File: config.mk
export PLATFORM = sky130hd
export DESIGN_NAME = dcache_wb_bridge
export DESIGN_NICKNAME = d
export VERILOG_FILES = /design/src/rtl/dcache_wb_bridge.sv
export SDC_FILE = /design/constraint.sdc
export NUM_CORES = 1
export LEC_CHECK = 0
export CELL_PAD_IN_SITES_DETAIL_PLACEMENT = 0
export CELL_PAD_IN_SITES_GLOBAL_PLACEMENT = 2
export CORE_UTILIZATION = 28
export DETAILED_ROUTE_END_ITERATION = 7
export HOLD_SLACK_MARGIN = 0.05
export PLACE_DENSITY_LB_ADDON = 0.08
export REMOVE_ABC_BUFFERS = 1
export SETUP_SLACK_MARGIN = 0.4
export SKIP_LAST_GASP = 1
export SLEW_MARGIN = 10
export SYNTH_ARGS = -nofsm -noshare
export SYNTH_HDL_FRONTEND = slang
export SYNTH_SLANG_ARGS = --single-unit
File: constraint.sdc
create_clock -name clock -period 2.66 [get_ports clock]
set_input_delay 0.399 -clock clock [delete_from_list [all_inputs] [get_ports clock]]
set_output_delay 0.399 -clock clock [all_outputs]
set_load 0.03 [all_outputs]
File: src/rtl/dcache_wb_bridge.sv
// -----------------------------------------------------------------------------
// dcache_wb_bridge
//
// Miss/eviction engine between the data cache miss port and a classic
// Wishbone master port. One 128-bit line request is taken at a time and
// carried out as four ascending 32-bit single transfers. Fill beats are
// assembled into a line and returned with a one-cycle response pulse. The
// same pulse reports a bus error instead of data.
//
// Optional feature macro: DCACHE_WB_TIMEOUT_EN
//   When it is defined, a per-beat ack timeout of TIMEOUT_CYCLES stalled cycles
//   ends the line with a bus error. When it is undefined, the bridge waits
//   for ack or err indefinitely.
//
// Parameters
//   MEM_BASE        byte base added to every line address
//   TIMEOUT_CYCLES  per-beat timeout in cycles (1..255), timeout build only
//
// Ports
//   clock           rising-edge clock
//   reset           asynchronous, active-low reset
//   req_valid_miss  one-cycle request pulse
//   req_info_miss   [148:129] line address, [128] is_store, [127:0] line data
//   rsp_valid_miss  one-cycle response pulse
//   rsp_bus_error   response carries an error
//   rsp_data_miss   filled line (zero for writes and errors)
//   req_overrun     sticky: a request arrived while a line was on the bus
//   wb_*_o          Wishbone master outputs, all registered
//   wb_dat_i/ack_i/err_i  Wishbone slave responses
// -----------------------------------------------------------------------------
module dcache_wb_bridge #(
  parameter logic [31:0] MEM_BASE       = 32'h3000_0000,
  parameter logic [7:0]  TIMEOUT_CYCLES = 8'd255
) (
  input  logic         clock,
  input  logic         reset,
  input  logic         req_valid_miss,
  input  logic [148:0] req_info_miss,
  output logic         rsp_valid_miss,
  output logic         rsp_bus_error,
  output logic [127:0] rsp_data_miss,
  output logic         req_overrun,
  output logic         wb_cyc_o,
  output logic         wb_stb_o,
  output logic         wb_we_o,
  output logic [3:0]   wb_sel_o,
  output logic [31:0]  wb_adr_o,
  output logic [31:0]  wb_dat_o,
  input  logic [31:0]  wb_dat_i,
  input  logic         wb_ack_i,
  input  logic         wb_err_i
);

  typedef enum logic [1:0] {
    IDLE = 2'd0,
    BUS  = 2'd1,
    RESP = 2'd2
  } state_t;

  // Control state
  state_t        state_q, state_d;
  logic [1:0]    beat_q, beat_d;
  logic          err_q, err_d;
  logic          overrun_q, overrun_d;

  // Line context (no reset needed: always loaded on acceptance)
  logic [19:0]   addr_q, addr_d;
  logic          store_q, store_d;
  logic [127:0]  line_q, line_d;

  // Registered outputs
  logic          cyc_q, cyc_d;
  logic          we_q, we_d;
  logic [3:0]    sel_q, sel_d;
  logic [31:0]   adr_q, adr_d;
  logic [31:0]   dout_q, dout_d;
  logic          rsp_valid_q, rsp_valid_d;
  logic          rsp_err_q, rsp_err_d;
  logic [127:0]  rsp_data_q, rsp_data_d;

  logic          accept;
  logic          tmo_hit;
  logic          bus_fail;

`ifdef DCACHE_WB_TIMEOUT_EN
  logic [7:0]    tmo_q, tmo_d;

  // Fires on the stalled cycle that brings the count up to TIMEOUT_CYCLES.
  assign tmo_hit = (state_q == BUS) && !wb_ack_i && !wb_err_i &&
                   (tmo_q == (TIMEOUT_CYCLES - 8'd1));
`else
  logic [7:0]    unused_tmo;

  assign unused_tmo = TIMEOUT_CYCLES;
  assign tmo_hit    = 1'b0;
`endif

  // A timeout behaves exactly like a slave error.
  assign bus_fail = wb_err_i || tmo_hit;

  // Requests are taken in IDLE and RESP; RESP acceptance lets a fill follow
  // an eviction with a single idle bus cycle.
  assign accept = req_valid_miss && (state_q != BUS);

  always_comb begin
    state_d   = state_q;
    beat_d    = beat_q;
    err_d     = err_q;
    overrun_d = overrun_q;
    addr_d    = addr_q;
    store_d   = store_q;
    line_d    = line_q;
`ifdef DCACHE_WB_TIMEOUT_EN
    tmo_d     = tmo_q;
`endif

    case (state_q)
      IDLE, RESP: begin
        if (accept) begin
          state_d = BUS;
          addr_d  = req_info_miss[148:129];
          store_d = req_info_miss[128];
          line_d  = req_info_miss[127:0];
          beat_d  = 2'd0;
          err_d   = 1'b0;
`ifdef DCACHE_WB_TIMEOUT_EN
          tmo_d   = 8'd0;
`endif
        end else if (state_q == RESP) begin
          state_d = IDLE;
        end
      end

      BUS: begin
        if (req_valid_miss) begin
          overrun_d = 1'b1;
        end
        if (bus_fail) begin
          // Err wins over a simultaneous ack; remaining beats are skipped.
          err_d   = 1'b1;
          state_d = RESP;
        end else if (wb_ack_i) begin
          if (!store_q) begin
            line_d[{beat_q, 5'd0} +: 32] = wb_dat_i;
          end
          if (beat_q == 2'd3) begin
            state_d = RESP;
          end else begin
            beat_d = beat_q + 2'd1;
          end
`ifdef DCACHE_WB_TIMEOUT_EN
          tmo_d = 8'd0;
`endif
        end else begin
`ifdef DCACHE_WB_TIMEOUT_EN
          tmo_d = tmo_q + 8'd1;
`endif
        end
      end

      default: begin
        state_d = IDLE;
      end
    endcase

    // Outputs are computed from the next-cycle context so that every port
    // comes straight from a flop, yet shows the new beat one cycle after ack.
    cyc_d       = (state_d == BUS);
    we_d        = (state_d == BUS) && store_d;
    sel_d       = (state_d == BUS) ? 4'hF : 4'h0;
    adr_d       = (state_d == BUS) ? (MEM_BASE + {8'h00, addr_d, beat_d, 2'b00}) : 32'h0;
    dout_d      = ((state_d == BUS) && store_d) ? line_d[{beat_d, 5'd0} +: 32] : 32'h0;
    rsp_valid_d = (state_d == RESP);
    rsp_err_d   = (state_d == RESP) && err_d;
    rsp_data_d  = ((state_d == RESP) && !err_d && !store_d) ? line_d : 128'h0;
  end

  always_ff @(posedge clock or negedge reset) begin
    if (!reset) begin
      state_q     <= IDLE;
      beat_q      <= 2'd0;
      err_q       <= 1'b0;
      overrun_q   <= 1'b0;
      cyc_q       <= 1'b0;
      we_q        <= 1'b0;
      sel_q       <= 4'h0;
      adr_q       <= 32'h0;
      dout_q      <= 32'h0;
      rsp_valid_q <= 1'b0;
      rsp_err_q   <= 1'b0;
      rsp_data_q  <= 128'h0;
`ifdef DCACHE_WB_TIMEOUT_EN
      tmo_q       <= 8'd0;
`endif
    end else begin
      state_q     <= state_d;
      beat_q      <= beat_d;
      err_q       <= err_d;
      overrun_q   <= overrun_d;
      cyc_q       <= cyc_d;
      we_q        <= we_d;
      sel_q       <= sel_d;
      adr_q       <= adr_d;
      dout_q      <= dout_d;
      rsp_valid_q <= rsp_valid_d;
      rsp_err_q   <= rsp_err_d;
      rsp_data_q  <= rsp_data_d;
`ifdef DCACHE_WB_TIMEOUT_EN
      tmo_q       <= tmo_d;
`endif
    end
  end

  always_ff @(posedge clock) begin
    addr_q  <= addr_d;
    store_q <= store_d;
    line_q  <= line_d;
  end

  assign wb_cyc_o       = cyc_q;
  assign wb_stb_o       = cyc_q;
  assign wb_we_o        = we_q;
  assign wb_sel_o       = sel_q;
  assign wb_adr_o       = adr_q;
  assign wb_dat_o       = dout_q;
  assign rsp_valid_miss = rsp_valid_q;
  assign rsp_bus_error  = rsp_err_q;
  assign rsp_data_miss  = rsp_data_q;
  assign req_overrun    = overrun_q;

endmodule

* After elaboration in Yosys (flattened, before gate mapping)
Cells that the tools add are included.
** Storage, ports and cells
- Register bits after elaboration :: 354
- Input port bits :: 186
- Output and inout port bits :: 202
** Operators by class
- $add $sub $neg :: 3
- Eq/ne operators :: 6
- Shift-type cells :: 3
- Multiplexer cells :: 28
- Reduce and logical (&&, ||, !) cells :: 10
** Operator list (count)
- two-way mux 128 bit :: 5
- case mux 128 bit (2 select lines) :: 1
- bitwise mux 128 bit :: 1
- variable shift 32 x 9 -> 128 bit (first input constant) :: 1
- variable part select 128 x 8 -> 32 bit :: 1
- variable part select 32 x 9 -> 128 bit :: 1
- two-way mux 20 bit :: 2
- two-way mux 32 bit :: 1
- adder 30 x 24 -> 31 bit (first input constant) :: 1
- two-way mux 31 bit :: 1
- two-way mux 2 bit :: 9
- negator 7 -> 9 bit :: 1
- case mux 2 bit (2 select lines) :: 2
- equality test 2 bit (second input constant) :: 3
- logical AND 1 bit :: 5
- equality test 2 x 1 -> 1 bit (second input constant) :: 2
- two-way mux 1 bit :: 4
- two-way mux 4 bit :: 1
- adder 2 x 1 -> 2 bit (second input constant) :: 1
- zero test 1 bit :: 2
- zero test 2 bit :: 1
- inequality test 2 x 1 -> 1 bit (second input constant) :: 1
- case mux 1 bit (2 select lines) :: 1
- AND reduction 2 bit :: 1
- OR reduction 2 bit :: 1

* Depth between registers and ports, before layout
- Depth in word-level cells :: 9
- Gate-level depth with buffers :: 10
- Gate-level depth less buffers :: 7

* Worst setup path before layout
OpenSTA, ideal clock, no wires.
- Kind :: register to register
- Start :: register beat_q[0]
- End :: register dout_q[0] (netlist: wb_dat_o[0])
- Arrival :: 2.178 ns
- Required time :: 2.534 ns
- Path slack :: 0.356 ns
- Stages on the path, launching flop included :: 9
- Buffers on the path :: 1
- Clock period less this slack :: 2.304 ns
- Cells stage by stage :: dfrtp_1 inv_1 ha_1 inv_1 o41a_1 clkbuf_1 a221oi_1 o22ai_1 a221o_1
** Between the ends
- Longest elaborated chain between the ends :: 9
- Elaborated cells between the ends (all ways) :: 23
- Those cells by class :: add/sub (2); eq/ne (2); shift (3); mux (15); reduce/logical (1)
** RTL lines
- from (decl) :: line 62 : logic [1:0] beat_q, beat_d;
- from (signal assigned) :: line 197 : beat_q <= beat_d;
- negator 7 -> 9 bit :: line 144 : line_d[{beat_q, 5'd0} +: 32] = wb_dat_i;
- variable part select 32 x 9 -> 128 bit or variable shift 32 x 9 -> 128 bit (tied branches) :: line 144
- bitwise mux 128 bit :: line 144
- two-way mux 128 bit :: line 143 : if (!store_q) begin
- two-way mux 128 bit :: line 142 : end else if (wb_ack_i) begin
- two-way mux 128 bit :: line 138 : if (bus_fail) begin
- case mux 128 bit (2 select lines) :: line 117 : case (state_q)
- variable part select 128 x 8 -> 32 bit :: line 172 : dout_d = ((state_d == BUS) && store_d) ? line_d[{beat_d, 5'd0} +: 32] : 32'h0;
- two-way mux 32 bit * :: line 172
- named net dout_d[0] :: line 76 : logic [31:0] dout_q, dout_d;
- to (signal assigned) :: line 204 : dout_q <= dout_d;
- to (decl) :: line 76
The timed path passes the listed nets; every way through them passes the cells marked *.
A chain may end at the register's enable or synchronous reset.

* Final worst setup path
- Start :: register state_q[0]
- End :: register dout_q[7] (netlist: wb_dat_o[7])
** Between the ends
- Longest elaborated chain between the ends :: 7
- Elaborated cells between the ends (all ways) :: 22
- Those cells by class :: eq/ne (4); shift (1); mux (13); reduce/logical (4)
** RTL lines
- from (decl) :: line 61 : state_t state_q, state_d;
- from (signal assigned) :: line 196 : state_q <= state_d;
- parallel branches: the longest is 6 deep, another holds two-way mux 128 bit
- two-way mux 32 bit * :: line 172
- named net dout_d[7] :: line 76
Mark *: on every way through the listed nets, which the timed path passes.

==> metrics.cfg <==
[grt]
grt_max_degree = 82
grt.overflow.total = 0
grtUsageTotal_pct = 22.0
grt_pass1_vias = 11300
antenna_found_initial = 9
grt_first_pass_wirelength_um = 75100

[route]
wire_per_inst_um = 23.2
vias = 10700
drc_errors = 0
wl_um = 52700
postRouteAntennaNets = 0
vias_per_cell = 4.72
drtPass1Iterations = 5
first_iter_violations = 732

[timing]
setup_tns_ps = 0
drv_slew = 0
hold_viol = 0
maxSlewHeadroom_pct = 51.2
rsz0062_at_grt = true
holdWs_ps = 272
tightest_slew_ps = 732
final-setup-viol-count = 0
fmax_mhz = 443
fin_crit_sh_pct = 84.8
finalCriticalPeriod_ps = 2260
clock-skew-final_ps = 18.4

[final_layout]
utilization_pct = 46.5
syn_to_final_growth_pct = 63.2
final_area_um2 = 20600
drive_gt1_share_pct = 19.3
num-nets-final = 1844

[worst_setup_path]
critPathArrivalTime_ps = 2670
path_max_fanout = 8
critical_path_class = register to register
start_kind = register
end_kind = register
crit_required_ps = 3080
cp_slowest_cell = dfrtp_2
critical_path.cell_chain = buf_6, and4bb_4, mux2_4, buf_8, a32o_4, buf_12, a22oi_1, o221ai_1
slowest_delay_ps = 430
crit_buf_inv = 3
critical_path.top_delay_family = compound AO/OA/AOI/OAI gates

[floorplan]
core_area_um2 = 44300
pin_count = 388
rows = 77
die_y_um = 214
die_x_um = 214
start_util_pct = 28.5
dieArea_um2 = 45900

[placement]
gp_congestion = 0.795
dpl_cell_area_um2 = 18400
dpl.hpwl_um = 34600
io_buffer_count = 379

[pwr]
pwr_density_cell_nw_per_um2 = 837
p_leak_nw = 9.19
peakVddDrop_uv = 373

[synth]
synthCells = 1106
async_reset_ff_share_pct = 56.3
syn_avg_cell_area_um2 = 11.4
netlist.area_leader.share_pct = 38.1
ys_seq_area_share_pct = 61.7
syn-cell-area_um2 = 12600
synth_area_leaders = dfrtp_1 (38%), dfxtp_1 (24%), a221o_1 (5.3%)
synth-main-ff-cell = dfrtp_1
ys_warn_count = 0
synth-edff-count = 0
ys_ff_latch = 341
synth_top_area_cell = dfrtp_1
ys_types = 53

[clock_tree]
cts_tree = built
clk_pin_slew_ps = 60
cts-root-buf = clkbuf_16
htreeDepth = 2
cts.path.max_buffers = 3
clock-sinks = 341
clkLatencyLatePin_ps = 570
cts_inserted_buffers = 41

[status]
status = finished, final reports clean

[run]
cap_violations = 0

[min_path]
min_path_type = primary input to register

==> tightest hold or removal path, stage by stage <==
cell and delay [ps]:
dlymetal6s2s_1 120, buf_6 140, o21a_1 120
==> synth_stat cells, types with 16 or more instances <==
cell      instances
a221o_1          67
mux2i_1          32
dfxtp_1         149
and2_1           61
inv_1            69
buf_2            16
a22oi_1          33
clkbuf_1         48
nand2_1          83
a222oi_1         51
buf_4            16
dfrtp_1         192
nor2_1          102
o21ai_0          16
nor2b_1          65
o22a_1           19
==> cell families after synthesis <==
kind of cell	count (synthesis)	share of synthesized area (%)
other cells	1	0.0297
buf+inv	163	5.72
flops	341	61.7
mux	34	2.75
fa+ha+maj	7	0.694
simple gates	332	13.3
compound gates	228	15.8
==> worst paths after layout <==
check | endpoint | cells past startpoint | slack [ps] | from
setup / recovery | wb_dat_o[7] | 8 | 400 | state_q[0]
hold / removal | rsp_valid_miss | 3 | 270 | wb_err_i
setup reg to reg | wb_dat_o[7] | 8 | 400 | state_q[0]
hold reg to reg | addr_q[14] | 2 | 440 | addr_q[14]
max in group asynchronous | rsp_data_miss[53] | 3 | 1430 | reset
min in group asynchronous | wb_adr_o[10] | 2 | 470 | reset
==> layout make-up <==
type / instances / area (µm²)
clock inverter: 9 / 149
clock buffer: 65 / 1270
tap: 592 / 741
multi-input combinational: 609 / 4460
fill: 4141 / 23700
antenna: 2 / 5.00
sequential: 341 / 7790
inverter: 70 / 267
timing repair buffer: 588 / 5910
==> per-stage QoR <==
stage / power [mW] / cells / worst slack [ps]
6_report: 17.2 / 2276 / 403
5_1_grt: 18.0 / 2274 / 329
4_1_cts: 17.0 / 2240 / 359
3_5_place_dp: 11.0 / 2162 / -253
3_3_place_gp: 10.9 / 2162 / -185
2_1_floorplan: 8.47 / 1020 / -4610
==> state kept, by name (all words and copies together), names as in the netlist, 2 cells and up <==
signal and count:
addr_q 20, beat_q 2, line_q 128, rsp_data_miss 128, state_q 2, wb_adr_o 22, wb_dat_o 32
==> cell usage in the layout, fill, tap and decap left out, types with 10 or more instances in the layout <==
cell type and n:
clkbuf_16 50, buf_12 28, clkbuf_8 11, inv_1 65, clkbuf_1 11, nor2_1 102
a22oi_2 11, a221o_1 67, dfrtp_1 189, dfxtp_1 149, o22a_1 19, a222oi_1 51
nor2b_1 64, clkdlybuf4s50_1 376, a22oi_1 22, mux2i_1 32, and2_1 61, buf_4 161
o21ai_0 15, buf_6 10, nand2_1 83
==> power by group <==
part           total (mW)  switching [mW]  internal (mW)  leakage (nW)
Clock                5.91            2.26           3.65         0.699
Sequential           6.38           0.333           6.05          3.88
Combinational        4.94            2.51           2.43          4.61
==> routing by layer <==
layer,global-route usage [%],routed length (µm)
met2,34.9,24300
met3,6.07,3640
met5,0,87
met1,28.6,23400
met4,7.81,1240
==> what timing repair did <==
| item | 4_1_cts | 5_1_grt |
|---|---|---|
| gates resized for setup | 9 | 50 |
| endpoints found under the setup margin | 34 | 83 |
| cloned | 0 | 9 |
| pin swaps | 3 | 26 |
| hold buffers | 1 | 0 |
| setup buffers | 3 | 25 |
| hold endpoints to repair | 74 | 0 |
Note: power is estimated with default switching activity, not from simulation.
